$ cat src/rtl/axi_dma_w.sv
// AXI4 write master for a databus burst port: one AW handshake, len+1 W beats,
// then one B response whose status is latched into error.
module axi_dma_w #(
  parameter int unsigned ADDR_W = 32,
  parameter int unsigned DATA_W = 256,
  parameter int unsigned LEN_W  = 8,
  parameter int unsigned ID_W   = 1
) (
  input  logic                  clk,
  input  logic                  rst,
  input  logic                  valid,
  input  logic [ADDR_W-1:0]     addr,
  input  logic [DATA_W-1:0]     wdata,
  input  logic [DATA_W/8-1:0]   wstrb,
  output logic                  ready,
  input  logic [LEN_W-1:0]      len,
  output logic                  error,
  output logic [ID_W-1:0]       m_axi_awid,
  output logic [ADDR_W-1:0]     m_axi_awaddr,
  output logic [LEN_W-1:0]      m_axi_awlen,
  output logic [2:0]            m_axi_awsize,
  output logic [1:0]            m_axi_awburst,
  output logic                  m_axi_awlock,
  output logic [3:0]            m_axi_awcache,
  output logic [2:0]            m_axi_awprot,
  output logic [3:0]            m_axi_awqos,
  output logic                  m_axi_awvalid,
  input  logic                  m_axi_awready,
  output logic [DATA_W-1:0]     m_axi_wdata,
  output logic [DATA_W/8-1:0]   m_axi_wstrb,
  output logic                  m_axi_wlast,
  output logic                  m_axi_wvalid,
  input  logic                  m_axi_wready,
  input  logic [ID_W-1:0]       m_axi_bid,
  input  logic [1:0]            m_axi_bresp,
  input  logic                  m_axi_bvalid,
  output logic                  m_axi_bready
);

  typedef enum logic [1:0] {ADDR_HS, DATA, RESP} state_t;

  state_t           r_state;
  state_t           w_state_nx;
  logic [LEN_W-1:0] r_cnt;
  logic [LEN_W-1:0] r_len;
  logic             r_error;
  logic             w_aw_hs;
  logic             w_w_hs;
  logic             w_b_hs;
  logic             w_unused;

  assign m_axi_awid    = '0;
  assign m_axi_awsize  = 3'($clog2(DATA_W/8));
  assign m_axi_awburst = 2'b01;
  assign m_axi_awlock  = 1'b0;
  assign m_axi_awcache = 4'h2;
  assign m_axi_awprot  = 3'b010;
  assign m_axi_awqos   = '0;
  assign m_axi_awaddr  = addr;
  assign m_axi_awlen   = len;
  assign m_axi_wdata   = wdata;
  assign m_axi_wstrb   = wstrb;
  assign error         = r_error;
  assign w_unused      = ^m_axi_bid;

  // Handshake-qualifying outputs are forced low while rst is high, since the
  // state register alone would still let awvalid follow valid in ADDR_HS.
  always_comb begin
    w_state_nx    = r_state;
    m_axi_awvalid = 1'b0;
    m_axi_wvalid  = 1'b0;
    m_axi_wlast   = 1'b0;
    m_axi_bready  = 1'b0;
    ready         = 1'b0;
    w_aw_hs       = 1'b0;
    w_w_hs        = 1'b0;
    w_b_hs        = 1'b0;
    if (!rst) begin
      case (r_state)
        ADDR_HS: begin
          m_axi_awvalid = valid;
          if (valid && m_axi_awready) begin
            w_aw_hs    = 1'b1;
            w_state_nx = DATA;
          end
        end
        DATA: begin
          m_axi_wvalid = valid;
          m_axi_wlast  = (r_cnt == r_len);
          ready        = valid & m_axi_wready;
          if (valid && m_axi_wready) begin
            w_w_hs = 1'b1;
            if (r_cnt == r_len) w_state_nx = RESP;
          end
        end
        RESP: begin
          m_axi_bready = 1'b1;
          if (m_axi_bvalid) begin
            w_b_hs     = 1'b1;
            w_state_nx = ADDR_HS;
          end
        end
        default: w_state_nx = ADDR_HS;
      endcase
    end
  end

  always_ff @(posedge clk or posedge rst) begin
    if (rst) begin
      r_state <= ADDR_HS;
      r_cnt   <= '0;
      r_len   <= '0;
      r_error <= 1'b0;
    end else begin
      r_state <= w_state_nx;
      if (w_aw_hs) begin
        r_len <= len;
        r_cnt <= '0;
      end
      if (w_w_hs) r_cnt <= r_cnt + 1'b1;
      if (w_b_hs) r_error <= (m_axi_bresp != 2'b00);
    end
  end

endmodule
$ cat config.mk
export PLATFORM = sky130hd
export DESIGN_NAME = axi_dma_w
export DESIGN_NICKNAME = d
export VERILOG_FILES = /design/src/rtl/axi_dma_w.sv
export SDC_FILE = /design/constraint.sdc
export NUM_CORES = 1
export LEC_CHECK = 0
export CAP_MARGIN = 0
export CORE_AREA = 2 2 270 272
export CTS_BUF_LIST = sky130_fd_sc_hd__clkbuf_2 sky130_fd_sc_hd__clkbuf_4 sky130_fd_sc_hd__clkbuf_8
export DETAILED_ROUTE_END_ITERATION = 6
export DIE_AREA = 0 0 272 274
export SYNTH_ARGS = -nofsm -noshare
export SYNTH_HDL_FRONTEND = slang
export SYNTH_SLANG_ARGS = --single-unit
$ cat constraint.sdc
create_clock -name clk -period 2.7 [get_ports clk]
set_input_delay 0.54 -clock clk [delete_from_list [all_inputs] [get_ports clk]]
set_output_delay 0.54 -clock clk [all_outputs]
set_load 0.01 [all_outputs]
==> impl_metrics.py <==
metrics = {
    "clock_network": {
        "cts_max_level": 1,
        "cts_tree": "built",
        "clockRootBuffer": "clkbuf_8",
        "post_cts_buffers": 0,
        "ctsHoldBuffers": 0,
        "clock_sinks": 19,
        "clk_pin_slew_ns": 0.07,
        "clockBufferDepth": 2,
        "cts_buffers": 3,
        "clkLatencyLatePin_ns": 0.26,
    },
    "placed_design": {
        "port_buffers": 29,
        "hpwl_um": 21100,
        "pre_cts_ws_ns": 0.0258,
        "dp_cells": 1098,
        "place_congestion": 0.673,
    },
    "sta": {
        "finalHoldViolations": 0,
        "tns_ns": 0,
        "tightest_slew_ns": 0.723,
        "whs_ns": 0.493,
        "finalCritPeriodShare_pct": 94.7,
        "fin_crit_ns": 2.56,
        "slew_headroom_pct": 51.7,
        "skew_ns": 0.000818,
        "setup_viol_count_final": 0,
        "max_freq_ghz": 0.391,
        "setup_ws_ns": 0.144,
        "rsz0062_at_grt": "false",
        "slew_violations": 0,
    },
    "floorplan": {
        "core_area_um2": 72000,
        "die_x_um": 272,
        "ios": 689,
        "num_rows": 99,
        "die-height_um": 274,
        "initial_core_util_pct": 4.96,
        "dieArea_um2": 74500,
    },
    "drt": {
        "avgRoutedWirePerCell_um": 20.9,
        "vias": 1447,
        "drcViolationCount": 0,
        "wirelength_um": 23000,
        "drtAntennaViolNets": 0,
        "drt_iter0_drc": 61,
        "drt_pass1_iterations": 4,
        "routed_via_density": 1.31,
    },
    "finish": {
        "seq_area_um2": 475,
        "fin_cells": 1102,
        "multiInputGateArea_um2": 549,
        "fillers": 8516,
        "final_layout_size_suffix_gt1_share_pct": 18.2,
        "n_antenna_cell": 0,
        "areaGrowthSynthToFinish_pct": -25.9,
        "layout.nets": 482,
    },
    "pwr": {
        "power.total_mw": 0.946,
        "power.density_nw_per_um2": 357,
        "irDropWorstVdd_mv": 0.325,
        "p_leak_nw": 0.742,
    },
    "setup_path": {
        "cp_slowest_cell": "clkdlybuf4s50_1",
        "cp_common_cell": "clkdlybuf4s50_1",
        "critPathMaxFanout": 4,
        "path_cells": "clkdlybuf4s50_1 -> and4bb_4 -> nand2_4 -> inv_2 -> clkdlybuf4s50_1",
        "crit_type": "input pin to primary output",
        "critical_path.startpoint_type": "input pin",
        "reg2reg_depth": 5,
        "crit_arrival_ns": 2.02,
        "worst-endpoint-required_ns": 2.16,
        "crit_path_end_kind": "primary output",
        "crit_path_max_incr_delay_ns": 0.53,
    },
    "global_route": {
        "grt_max_degree": 20,
        "antenna_found_initial": 4,
        "gr-total-overflow": 0,
        "grt_pass1_vias": 1526,
        "grt_usage_pct": 5.69,
        "grt_pass1_wl_um": 25200,
    },
    "worst_hold_path": {
        "worstHoldPathType": "flip-flop to flip-flop",
        "worstHoldPathCells": 1,
    },
    "synth": {
        "yosysWarnings": 0,
        "async_flop_share_pct": 100,
        "ys_types": 31,
        "synth_flop_cell": "dfrtp_1",
        "ys_ff_latch": 19,
        "synth_area_um2": 3570,
        "syn_inst": 434,
        "muxShareOfSynthArea_pct": 3.36,
        "synth_seq_area_share_pct": 13.3,
        "synth-compound-area-share_pct": 2.70,
        "synth_edf_count": 0,
        "yosys.area_share.simple_pct": 4.69,
        "avgSynthCellArea_um2": 8.23,
        "synth_fa_ha_area_share_pct": 0.350,
        "synth-xor-area-share_pct": 2.21,
        "synth_top_family_by_area": "buffers and inverters",
    },
    "outcome": {
        "status": "completed",
    },
    "run": {
        "max-cap-violations": 0,
    },
}
[path summary, 6_finish.rpt]
kind | start | endpoint | slack [ns]
setup reg to reg | r_state[1] | r_cnt[6] | 1.02
setup / recovery | valid | ready | 0.14
max in group asynchronous | rst | r_cnt[0] | 1.59
hold / removal | r_cnt[7] | r_cnt[7] | 0.49
min in group asynchronous | rst | r_cnt[2] | 0.66
hold reg to reg | r_cnt[7] | r_cnt[7] | 0.49
[synth_stat cells, types with 3 or more instances]
cell	number	area (um2)
buf_4	346	2600
dfrtp_1	19	475
xor2_1	9	78.8
nand2_1	8	30.0
a21oi_1	6	30.0
mux2_2	6	67.6
nand3_1	4	20.0
o21ai_0	4	20.0
mux2i_1	3	30.0
[per-stage QoR]
stage,utilization (%),area (um2)
floorplan,-,3630
global placement,3.60,2590
detailed placement,3.60,2590
CTS,3.67,2640
global route,3.68,2650
finish,3.68,2650
[cell type report]
cell class,instances,share of cell area [%]
Tap cell,959,45.3
Multi-Input combinational cell,81,20.8
Sequential cell,19,18.0
Timing Repair Buffer,36,13.7
Clock buffer,4,1.84
Inverter,3,0.426
[report_power, final]
group	switching [mW]	total, mW	internal, mW
logic	0.133	0.295	0.162
clock network	0.0942	0.209	0.115
registers	0.0786	0.441	0.363
[worst max-delay path, delay by kind of cell]
family                 cells  cell delay [ns]
buffers and inverters      3             1.11
AND/OR/NAND/NOR            2             0.36
[sequential cells by signal, indices dropped and copies added, names as in the netlist]
name / flops
r_state: 2
r_len: 8
r_cnt: 8
error: 1
[placed cells by master (no fill, tap or decap), types with 2 or more instances in the layout]
master            n
clkdlybuf4s50_1  24
dfrtp_1          19
conb_1           18
xor2_1            9
nand2_1           8
buf_4             8
mux2_2            6
a21oi_1           6
o21ai_0           4
nand3_1           4
mux2i_1           3
clkbuf_8          3
mux2_1            2
inv_1             2
nor3_1            2
nor2_1            2
nor4_1            2
a21o_1            2
buf_12            2
[repair_timing]
item                       4_1_cts  5_1_grt
pin swaps                        1        1
gates cloned                     0        0
gates resized for setup          2        1
setup endpoints to repair        1        1
[logic make-up after synthesis]
family,after synthesis
other,2
multiplexers,11
flip-flops,19
AO/OA/AOI/OAI,16
adder cells (fa/ha/maj),1
XOR/XNOR,9
buffers and inverters,350
AND/OR/NAND/NOR,26
[metal layers]
layer	track usage, %	share of wire [%]	up-vias
met3	10.7	40	161
met4	4.51	8.7	8
met2	7.52	38	371
li1	-	-	412
met1	2.06	13	495
met5	1.16	0.65	-
Power figures use the tool's default switching activity.
